**config.mk**
```make
export PLATFORM = sky130hd
export DESIGN_NAME = wb_stage_retire_buf
export DESIGN_NICKNAME = d
export VERILOG_FILES = /design/src/rtl/wb_stage_retire_buf_pkg.sv /design/src/rtl/wb_stage_retire_buf_retire_fifo.sv /design/src/rtl/wb_stage_retire_buf.sv
export SDC_FILE = /design/constraint.sdc
export NUM_CORES = 1
export LEC_CHECK = 0
export BUFFER_PORTS_ARGS = -buffer_cell sky130_fd_sc_hd__buf_2
export CORE_MARGIN = 2
export CORE_UTILIZATION = 45
export CTS_CLUSTER_SIZE = 10
export DETAILED_ROUTE_END_ITERATION = 16
export PLACE_DENSITY = 0.74
export SYNTH_ARGS = -nofsm -noshare
export SYNTH_HDL_FRONTEND = slang
export SYNTH_SLANG_ARGS = --single-unit
```
**constraint.sdc**
```tcl
create_clock -name clk -period 4.2 [get_ports clk]
set_input_delay 0.42 -clock clk [delete_from_list [all_inputs] [get_ports clk]]
set_output_delay 0.42 -clock clk [all_outputs]
set_load 0.02 [all_outputs]
```
**src/rtl/wb_stage_retire_buf_pkg.sv**
```systemverilog
// Shared definitions for the writeback/retire stage: retire record layout and trace policies.
package wb_stage_retire_buf_pkg;

    localparam bit TRACE_POLICY_STALL = 1'b1;
    localparam bit TRACE_POLICY_DROP  = 1'b0;

    localparam logic [15:0] DROP_CNT_MAX = 16'hFFFF;

    // Record layout, LSB first: pc, wdata, waddr, wen.
    function automatic int retire_w(input int xlen, input int raddr_w);
        return 1 + raddr_w + 2 * xlen;
    endfunction

    function automatic int rec_pc_lsb();
        return 0;
    endfunction

    function automatic int rec_wdata_lsb(input int xlen);
        return xlen;
    endfunction

    function automatic int rec_waddr_lsb(input int xlen);
        return 2 * xlen;
    endfunction

    function automatic int rec_wen_bit(input int xlen, input int raddr_w);
        return 2 * xlen + raddr_w;
    endfunction

endpackage

```
**src/rtl/wb_stage_retire_buf_retire_fifo.sv**
```systemverilog
// Synchronous trace FIFO with count-based full/empty and same-cycle push/pop at any fill.
module wb_stage_retire_buf_retire_fifo #(
    parameter int WIDTH = 70,
    parameter int DEPTH = 4
) (
    input  logic             clk,
    input  logic             rst,
    input  logic             push,
    input  logic [WIDTH-1:0] push_data,
    input  logic             pop,
    output logic [WIDTH-1:0] pop_data,
    output logic             empty,
    output logic             full
);

    localparam int AW = $clog2(DEPTH);

    logic [WIDTH-1:0] mem [DEPTH];
    logic [AW-1:0]    wptr;
    logic [AW-1:0]    rptr;
    logic [AW:0]      cnt;
    logic             push_en;
    logic             pop_en;

    assign empty    = (cnt == '0);
    assign full     = (cnt == (AW+1)'(DEPTH));
    assign pop_en   = pop & !empty;
    // A pop in the same cycle frees the slot the push lands in, so full does not block it.
    assign push_en  = push & (!full | pop_en);
    assign pop_data = mem[rptr];

    always_ff @(posedge clk) begin
        if (push_en) begin
            mem[wptr] <= push_data;
        end
    end

    // DEPTH is a power of two, so the pointers wrap by natural overflow.
    always_ff @(posedge clk) begin
        if (rst) begin
            wptr <= '0;
            rptr <= '0;
            cnt  <= '0;
        end else begin
            if (push_en) begin
                wptr <= wptr + 1'b1;
            end
            if (pop_en) begin
                rptr <= rptr + 1'b1;
            end
            case ({push_en, pop_en})
                2'b10:   cnt <= cnt + 1'b1;
                2'b01:   cnt <= cnt - 1'b1;
                default: cnt <= cnt;
            endcase
        end
    end

endmodule

```
**src/rtl/wb_stage_retire_buf.sv**
```systemverilog
// Writeback/retire stage: holds one completed instruction, writes the register file and
// pushes a retire record into the trace FIFO, stalling or dropping when the FIFO is full.
module wb_stage_retire_buf
    import wb_stage_retire_buf_pkg::*;
#(
    parameter int XLEN        = 32,
    parameter int RADDR_W     = 5,
    parameter int FIFO_DEPTH  = 4,
    parameter bit TRACE_STALL = TRACE_POLICY_STALL
) (
    input  logic                        clk,
    input  logic                        rst,
    input  logic                        in_valid,
    output logic                        in_ready,
    input  logic [XLEN-1:0]             in_pc,
    input  logic [RADDR_W-1:0]          in_waddr,
    input  logic [XLEN-1:0]             in_wdata,
    output logic                        RF_wen,
    output logic [RADDR_W-1:0]          RF_waddr,
    output logic [XLEN-1:0]             RF_wdata,
    output logic                        fwd_valid,
    output logic [RADDR_W-1:0]          fwd_addr,
    output logic [XLEN-1:0]             fwd_data,
    output logic                        trace_valid,
    input  logic                        trace_ready,
    output logic [1+RADDR_W+2*XLEN-1:0] trace_data,
    output logic [31:0]                 retire_cnt,
    output logic [15:0]                 drop_cnt
);

    localparam int RW        = retire_w(XLEN, RADDR_W);
    localparam int PC_LSB    = rec_pc_lsb();
    localparam int WDATA_LSB = rec_wdata_lsb(XLEN);
    localparam int WADDR_LSB = rec_waddr_lsb(XLEN);
    localparam int WEN_BIT   = rec_wen_bit(XLEN, RADDR_W);

    logic               held_valid;
    logic [XLEN-1:0]    held_pc;
    logic [RADDR_W-1:0] held_waddr;
    logic [XLEN-1:0]    held_wdata;

    logic          fifo_empty;
    logic          fifo_full;
    logic          push_ok;
    logic          retire;
    logic          push;
    logic          accept;
    logic [RW-1:0] record;

    // Handshakes: a transfer happens on a cycle where valid and ready are both high; valid
    // never depends on ready, and in_ready depends only on held state and trace_ready.
    assign trace_valid = !fifo_empty;
    assign push_ok     = !fifo_full | (trace_valid & trace_ready);
    // Reset discards the held entry in the same cycle, so it must not retire.
    assign retire      = held_valid & !rst & (push_ok | (TRACE_STALL == TRACE_POLICY_DROP));
    assign push        = retire & push_ok;
    assign in_ready    = !held_valid | retire;
    assign accept      = in_valid & in_ready;

    assign RF_wen    = retire & (|held_waddr);
    assign RF_waddr  = held_waddr;
    assign RF_wdata  = held_wdata;
    assign fwd_valid = held_valid & (|held_waddr);
    assign fwd_addr  = held_waddr;
    assign fwd_data  = held_wdata;

    always_comb begin
        record = '0;
        record[PC_LSB    +: XLEN]    = held_pc;
        record[WDATA_LSB +: XLEN]    = held_wdata;
        record[WADDR_LSB +: RADDR_W] = held_waddr;
        record[WEN_BIT]              = RF_wen;
    end

    always_ff @(posedge clk) begin
        if (rst) begin
            held_valid <= 1'b0;
            held_pc    <= '0;
            held_waddr <= '0;
            held_wdata <= '0;
            retire_cnt <= '0;
            drop_cnt   <= '0;
        end else begin
            if (in_ready) begin
                held_valid <= in_valid;
            end
            if (accept) begin
                held_pc    <= in_pc;
                held_waddr <= in_waddr;
                held_wdata <= in_wdata;
            end
            if (retire) begin
                retire_cnt <= retire_cnt + 32'd1;
            end
            if (retire && !push_ok && (drop_cnt != DROP_CNT_MAX)) begin
                drop_cnt <= drop_cnt + 16'd1;
            end
        end
    end

    wb_stage_retire_buf_retire_fifo #(
        .WIDTH (RW),
        .DEPTH (FIFO_DEPTH)
    ) u_fifo (
        .clk       (clk),
        .rst       (rst),
        .push      (push),
        .push_data (record),
        .pop       (trace_ready),
        .pop_data  (trace_data),
        .empty     (fifo_empty),
        .full      (fifo_full)
    );

endmodule

```
# Word-level counts from Yosys, hierarchy flattened
# Memories as Yosys holds them, arrays and structs flattened. A register that Yosys moved wholly into a read port is not among the register bits.
# Index checks and enable logic that the tools add are counted.
totals:
  reg_bits: 125
  ramBits: 280
  inputBits: 73
  output_inout_bits: 196
  n_memories: 1
classes:
  addsub: 6
  n_eq_ne: 4
  muxes: 5
  bitwise: 10
  n_reduce_logical: 10
mem_list:
  columns: ["memory", "depth", "word_bits", "read_ports", "rd_clocked_by_memory_dff", "write_ports", "line", "text"]
  rows:
  - ["u_fifo.mem", 4, 70, 1, 1, 1, "wb_stage_retire_buf_retire_fifo.sv:18", "logic [WIDTH-1:0] mem [DEPTH];"]
ops:
  columns: ["operator", "n"]
  rows:
  - ["adder 32 x 1 -> 32 bit (second input constant)", 1]
  - ["adder 16 x 1 -> 16 bit (second input constant)", 1]
  - ["!= test 16 bit (second input constant)", 1]
  - ["bitwise AND 1 bit", 8]
  - ["case mux 3 bit (2 select lines)", 1]
  - ["logical NOT 1 bit", 5]
  - ["OR reduction 5 bit", 1]
  - ["adder 2 x 1 -> 2 bit (second input constant)", 2]
  - ["two-way mux 2 bit", 2]
  - ["adder 3 x 1 -> 3 bit (second input constant)", 1]
  - ["equality test 3 bit (second input constant)", 1]
  - ["logical NOT 3 bit", 1]
  - ["subtractor 3 x 1 -> 3 bit (second input constant)", 1]
  - ["equality test 2 x 1 -> 1 bit (second input constant)", 1]
  - ["equality test 2 bit (second input constant)", 1]
  - ["logical AND 1 bit", 2]
  - ["two-way mux 1 bit", 2]
  - ["bitwise OR 1 bit", 2]
  - ["nonzero test 2 bit", 1]

# Longest topological paths before layout
# Gate-level depths: netlist of run 1.
depth:
  depth_word: 9
  depth_mapped: 12

# Hierarchy
# From an unflattened synthesis of run 1, not the netlist that was laid out.
unflattened:
  hier_cells: 987
  area_unflattened_um2: 15318.4
by_module_without_submodules:
  columns: ["module", "instances", "cells_each", "area_each_um2", "seq_area_each_um2"]
  rows:
  - ["wb_stage_retire_buf_retire_fifo", 1, 433, 10697.8, 8588.2]
  - ["wb_stage_retire_buf", 1, 554, 4620.7, 2362.3]

# Least setup slack after synthesis of run 1
# Ideal clock, no wire load.
synth_path:
  path_type: "register to register"
  start: "reg u_fifo.cnt[0]"
  end: "mem u_fifo.mem[0][0] (enable)"
  t_arrival_ns: 2.598
  required_ns: 3.764
  slack_ns: 1.166
  stages_incl_launch_ff: 6
  period_less_slack_ns: 3.034
  cell_sequence: "dfxtp_1 or4b_1 buf_4 nand2_8 nor2_4 and2_1"
synth_via:
  elab_chain_cells: 9
  elab_cells_between_ends: 11
  cone_classes: "eq/ne (1); mux (2); bitwise (5); reduce/logical (3)"
synth_rtl:
  columns: ["element", "line", "text"]
  rows:
  - ["from (decl)", "wb_stage_retire_buf_retire_fifo.sv:21", "logic [AW:0] cnt;"]
  - ["from (signal assigned)", "wb_stage_retire_buf_retire_fifo.sv:52", "2'b10: cnt <= cnt + 1'b1;"]
  - ["from (signal assigned)", "wb_stage_retire_buf_retire_fifo.sv:53", "2'b01: cnt <= cnt - 1'b1;"]
  - ["from (signal assigned)", "wb_stage_retire_buf_retire_fifo.sv:54", "default: cnt <= cnt;"]
  - ["logical NOT 3 bit", "wb_stage_retire_buf_retire_fifo.sv:25", "assign empty = (cnt == '0);"]
  - ["logical NOT 1 bit", "wb_stage_retire_buf_retire_fifo.sv:27, wb_stage_retire_buf.sv:52", null]
  - ["bitwise AND 1 bit", "wb_stage_retire_buf_retire_fifo.sv:27, wb_stage_retire_buf.sv:53", null]
  - ["bitwise OR 1 bit *", "wb_stage_retire_buf_retire_fifo.sv:29, wb_stage_retire_buf.sv:53", null]
  - ["bitwise AND 1 bit", "wb_stage_retire_buf.sv:55", "assign retire = held_valid & !rst & (push_ok | (TRACE_STALL == TRACE_POLICY_DROP));"]
  - ["bitwise AND 1 bit", "wb_stage_retire_buf.sv:56", "assign push = retire & push_ok;"]
  - ["bitwise AND 1 bit *", "wb_stage_retire_buf_retire_fifo.sv:29", "assign push_en = push & (!full | pop_en);"]
  - ["two-way mux 1 bit *", "wb_stage_retire_buf_retire_fifo.sv:33", "if (push_en) begin"]
  - ["two-way mux 1 bit (implied by the code) *", "wb_stage_retire_buf_retire_fifo.sv:34", "mem[wptr] <= push_data;"]
  - ["to (decl)", "wb_stage_retire_buf_retire_fifo.sv:18", null]
# Every way passes the cells marked *; elsewhere a longest branch is shown, timed or not.

==> impl_metrics.env, run 1 <==
export IMPL_status="completed"
export IMPL_crit_path_end_kind="output pin"
export IMPL_fin_ws_ns=1.24
export IMPL_worstPathRequired_ns=3.78
export IMPL_ys_seq_area_frac=0.703
export IMPL_syn_inst=1004
export IMPL_min_period_ns=2.96
export IMPL_ys_warn_count=0
export IMPL_die_h_microns=190
export IMPL_hp_class="in2reg"
export IMPL_firstDrtPassIters=5
export IMPL_synth_seq_cells=407
export IMPL_grt_setup_unrepaired="false"
export IMPL_grt_overflow=0
export IMPL_path_max_fanout=41
export IMPL_finalSetupViolCount=0
export IMPL_crit_path_start_kind="flip-flop"
export IMPL_maxCapViolCount=0
export IMPL_seqCellArea_sq_um=11000
export IMPL_avgSynthCellArea_sq_um=15.5
export IMPL_maxSlewViolCount=0
export IMPL_track_usage=0.184
export IMPL_tritoncts="done"
export IMPL_clock_latency_ns=0.55
export IMPL_min_period_over_period=0.704
export IMPL_post_cts_buffers=0
export IMPL_cts_sinks=407
export IMPL_slew_limit_headroom=0.254
export IMPL_finClkSkew_ns=0.0222
export IMPL_grt_max_degree=79
export IMPL_die_x_microns=190
export IMPL_fmax_ghz=0.338
export IMPL_hold_viol=0
export IMPL_io_buffer_count=268
export IMPL_synthAdderAreaFrac=0.00611
export IMPL_place_area_sq_um=17000
export IMPL_ys_top_cells_by_area="edfxtp_1, dfxtp_1, mux4_2"
export IMPL_yosysMostFrequentCell="edfxtp_1"
export IMPL_wirelength_mm=33.6
export IMPL_vias=9254
export IMPL_drt_initial_drc_count=461
export IMPL_cp_slowest_cell="dfxtp_4"
export IMPL_ys_flop_type="edfxtp_1"
export IMPL_antenna_found_initial=2
export IMPL_cts_inserted_buffers=47
export IMPL_core_sq_um=34300
export IMPL_num_io_pins=269
export IMPL_synth_edf_count=280
export IMPL_row_count=68
export IMPL_hpwl_mm=18.9
export IMPL_vias_per_cell=5.39
export IMPL_synth_nets=1084
export IMPL_hold_buffers=0
export IMPL_vdd_drop_max_uv=292
export IMPL_cellLeakagePower_nw=6.57
export IMPL_synthMuxAreaShare=0.109
export IMPL_drive_gt1_frac=0.340
export IMPL_syn_area_sq_um=15600
export IMPL_yosys_area_top_type="edfxtp_1"
export IMPL_yosys_area_share_xor_xnor=0.00619
export IMPL_clk_pin_slew_ns=0.06
export IMPL_syn_to_final_growth_pct=18.1
export IMPL_worst_slew_pin_slew_ns=1.12
export IMPL_fill_cells=2819
export IMPL_root_buffer="clkbuf_16"
export IMPL_grt_pass1_vias=9097
export IMPL_synthSimpleGateAreaFrac=0.0768
export IMPL_ys_top_cells_by_count="edfxtp_1, dfxtp_1, a21oi_1"
export IMPL_initial_core_util=0.454
export IMPL_cts_resized=0
export IMPL_synth_compound_area_share=0.0586
export IMPL_synth_cell_types=49
export IMPL_grtUsageMet1=0.256
export IMPL_cellPowerDensity_nw_per_um2=528
export IMPL_design_area_sq_um=18400
export IMPL_whs_ns=0.128
export IMPL_cp_cell_sequence="buf_12 -> mux4_2 -> buf_2"
export IMPL_ys_async_sr_fraction=0
export IMPL_place_congestion=0.775
export IMPL_synth_top_family_by_area="multiplexers"
export IMPL_antenna_left=0
export IMPL_pre_cts_slack_ns=1.19
export IMPL_critPathArrivalTime_ns=2.54
export IMPL_grt_use_met3=0.0404
export IMPL_final_nets=1302
export IMPL_use_met2=0.297
export IMPL_synth_top_cell_area_share=0.540
export IMPL_htree_num_levels=2
export IMPL_post_route_drc_count=0
export IMPL_crit_type="reg2out"
export IMPL_wire_per_inst_microns=19.6
export IMPL_max_stage_delay_ns=0.77
export IMPL_multi_input_comb_area_sq_um=4010
export IMPL_cts_path_max_buffers=3
export IMPL_grt_first_pass_wirelength_mm=51.1
export IMPL_dieArea_sq_um=36100
export IMPL_busiest_layer="met2"
export IMPL_tns_ns=0
==> registers in the layout, indices dropped and copies added (netlist names), named ones only <==
name         cells
drop_cnt        16
u_fifo.mem     280
retire_cnt      32
u_fifo.wptr      2
RF_waddr         5
RF_wdata        32
held_valid       1
held_pc         32
u_fifo.cnt       3
u_fifo.rptr      2
==> cell type report <==
| cell class | instances | area share |
|---|---|---|
| diodes | 2 | 0.000272 |
| clock buffers | 85 | 0.0751 |
| clock inverters | 2 | 0.00136 |
| inverters | 11 | 0.00252 |
| multi-input cells | 481 | 0.218 |
| flip-flops and latches | 407 | 0.596 |
| well taps | 455 | 0.0310 |
| repair buffers | 274 | 0.0762 |
==> worst max-delay path, delay by kind of cell, from the launching register on <==
| kind | cells | cell delay [ns] |
|---|---|---|
| buffers and inverters | 2 | 0.60 |
| DFF | 1 | 0.77 |
| muxes | 1 | 0.59 |
==> placed cells by master (no fill, tap or decap), types with 24 or more instances in the layout <==
cell type	n
clkbuf_16	49
clkbuf_1	34
mux4_2	70
dfxtp_1	125
nand3_1	80
nor2b_1	26
edfxtp_1	280
buf_2	267
o21ai_0	75
a21oi_1	89
nor2_1	24
==> metrics by stage <==
step / power (mW) / util / instances
2_1_floorplan: 5.66 / - / 1004
3_3_place_gp: 6.10 / 0.495 / 1628
3_5_place_dp: 6.12 / 0.495 / 1628
4_1_cts: 9.83 / 0.536 / 1715
5_1_grt: 10.1 / 0.536 / 1715
6_report: 9.71 / 0.536 / 1717
==> routing by layer <==
layer | share of wire | vias to the layer above | wire length [microns]
met1 | 0.44 | 4605 | 14900
met3 | 0.067 | 49 | 2260
met2 | 0.47 | 324 | 15900
li1 | - | 4276 | -
met5 | 0 | - | 0
met4 | 0.019 | 0 | 626
==> final timing paths <==
path / from / endpoint / slack [ns] / depth (start not counted)
min reg2reg: drop_cnt[14] / drop_cnt[14] / 0.46 / 1
max reg2reg: u_fifo.cnt[0] / u_fifo.cnt[2] / 1.26 / 10
max: flip-flop / trace_data[67] / 1.24 / 3
min: in_pc[3] / held_pc[3] / 0.13 / 3
==> cell families (layout without fill, tap and decap cells) <==
group,Yosys count,after routing
simple gates,207,207
fa+ha+maj,7,7
mux,80,80
flops,407,407
compound gates,176,176
other cells,0,2
buf+inv,116,372
xor+xnor,11,11
==> power breakdown <==
group	total [mW]	internal (mW)	switching, mW
Clock	3.70	2.21	1.50
Combinational	1.40	0.615	0.789
Sequential	4.60	4.42	0.188
Total	9.71	7.24	2.47
No activity file was read; power rests on OpenSTA's default activity.
==> run 2: changes to the inputs <==
Settings changed: PLACE_DENSITY 0.74 to 0.77.
Clock period 4.2 ns to 2.5 ns, I/O delays scaled along.
==> impl_metrics.env, run 2 (synthesis gave the netlist of run 1 again) <==
export IMPL_worstPathRequired_ns=2.25
export IMPL_hp_class="in2reg"
export IMPL_worstHoldPathCells=3
export IMPL_vias_per_cell=5.36
export IMPL_finalSetupViolCount=0
export IMPL_min_from="in_pc[6]"
export IMPL_cellLeakagePower_nw=6.97
export IMPL_critPathArrivalTime_ns=2.14
export IMPL_vias=9650
export IMPL_dp_cells=1648
export IMPL_clk_pin_slew_ns=0.05
export IMPL_hold_viol=0
export IMPL_layout_common_cells="edfxtp_1, buf_2, dfxtp_1"
export IMPL_wire_per_inst_microns=19.6
export IMPL_cp_slowest_cell="nor4b_2"
export IMPL_crit_path_end_kind="output pin"
export IMPL_wirelength_mm=35.4
export IMPL_holdPathEnd="held_pc[6]"
export IMPL_max_stage_delay_ns=0.46
export IMPL_drt_initial_drc_count=616
export IMPL_clock_latency_ns=0.54
export IMPL_track_usage=0.196
export IMPL_finClkSkew_ns=0.0147
export IMPL_layout_cells_non_filler=1800
export IMPL_grt_overflow=0
export IMPL_die_x_microns=190
export IMPL_design_area_sq_um=19300
export IMPL_slew_limit_headroom=0.427
export IMPL_r2r_end="u_fifo.cnt[2]"
export IMPL_htree_num_levels=2
export IMPL_post_cts_buffers=0
export IMPL_initial_core_util=0.454
export IMPL_largest_reg_flops=280
export IMPL_grt_first_pass_wirelength_mm=54.3
export IMPL_worstRegToRegCells=10
export IMPL_syn_to_final_growth_pct=23.9
export IMPL_place_congestion=0.810
export IMPL_tritoncts="done"
export IMPL_root_buffer="clkbuf_16"
export IMPL_crit_type="reg2out"
export IMPL_row_count=68
export IMPL_place_area_sq_um=17200
export IMPL_antenna_found_initial=3
export IMPL_status="completed"
export IMPL_num_io_pins=269
export IMPL_firstDrtPassIters=5
export IMPL_io_buffer_count=268
export IMPL_cellPowerDensity_nw_per_um2=851
export IMPL_drive_gt1_frac=0.336
export IMPL_hpwl_mm=20.2
export IMPL_grt_setup_unrepaired="false"
export IMPL_r2r_start="u_fifo.cnt[1]"
export IMPL_core_sq_um=34300
export IMPL_post_route_drc_count=0
export IMPL_cts_sinks=407
export IMPL_min_period_over_period=0.956
export IMPL_crit_path_start_kind="flip-flop"
export IMPL_worst_slew_pin_slew_ns=0.860
export IMPL_antenna_left=0
export IMPL_final_nets=1388
export IMPL_maxCapViolCount=0
export IMPL_largest_register="u_fifo.mem"
export IMPL_grt_max_degree=71
export IMPL_fill_cells=2696
export IMPL_maxSlewViolCount=0
export IMPL_cp_cell_sequence="buf_4 -> nor4b_2 -> o21a_2 -> inv_4 -> buf_2"
export IMPL_die_h_microns=190
export IMPL_dieArea_sq_um=36100
export IMPL_fmax_ghz=0.419
export IMPL_final_common_cell="edfxtp_1"
export IMPL_r2r_setup_slack_ns=0.12
export IMPL_cts_path_max_buffers=3
export IMPL_vdd_drop_max_uv=493
export IMPL_path_max_fanout=27
export IMPL_grt_pass1_vias=9835
export IMPL_cts_inserted_buffers=47
export IMPL_min_period_ns=2.39
[run 2: changes by cell type in the layout (fill, tap and decap cells not counted), sizes merged]
cell	before	now
diode	2	1
inv	12	13
buf	274	294
clkbuf	85	82
dlygate4sd3	0	66
[run 2: metrics by stage]
step / hold WS (ns) / utilization / power, mW / setup TNS [ns] / setup WS [ns]
after floorplan: 0.398 / - / 9.52 / 0 / 0.00881
after global placement: 0.448 / 0.503 / 10.3 / 0 / 0.0594
after detailed placement: 0.455 / 0.503 / 10.4 / -0.0162 / -0.0162
after CTS: 0.000830 / 0.563 / 16.6 / 0 / 0.0366
after global routing: 0.00818 / 0.563 / 17.1 / 0 / 0.0118
final: 0.0252 / 0.563 / 16.4 / 0 / 0.111
[run 2: how the worst max path moves through the flow]
stage / from / end / depth (start not counted)
2_1_floorplan: u_fifo.cnt[1] / u_fifo.cnt[2] / 12
3_3_place_gp: trace_ready / u_fifo.cnt[2] / 11
3_5_place_dp: trace_ready / u_fifo.cnt[2] / 11
4_1_cts: u_fifo.cnt[2] / RF_wen / 7
5_1_grt: u_fifo.cnt[0] / in_ready / 5
6_report: u_fifo.cnt[0] / in_ready / 5
[run 2: timing repair]
item                                    CTS  global route
gates resized for setup                   3             2
pin swaps                                 0             0
hold endpoints to repair                 73             0
hold buffers                             66             0
endpoints found under the setup margin    3             2
[run 2: final cells by class]
type                       instances  area [sq um]  share of cell area
clock buffer                      82          1340              0.0693
clock inverter                     3          33.8             0.00175
tap                              455           569              0.0295
antenna                            1          2.50            0.000130
inverter                          11          48.8             0.00253
timing repair buffer             360          2320               0.120
sequential                       407         11000               0.568
multi-input combinational        481          4020               0.209
[run 2: worst max-delay path: cells and delay by family (launching register included)]
kind,cells,cell delay [ns]
buf+inv,3,0.57
simple gates,1,0.46
compound gates,1,0.25
flops,1,0.32
[run 2: power breakdown]
group	internal [mW]	leakage, nW	switching [mW]
Combinational	1.18	2.68	1.54
Sequential	7.42	3.63	0.161
Clock	3.61	0.657	2.50
[run 2: per-layer routing]
layer,part of all wire,up-vias,GRT usage
met3,0.065,63,0.0371
met2,0.49,334,0.327
met5,0.00076,-,0
met1,0.42,4806,0.261
met4,0.022,4,0.0596
li1,-,4443,-
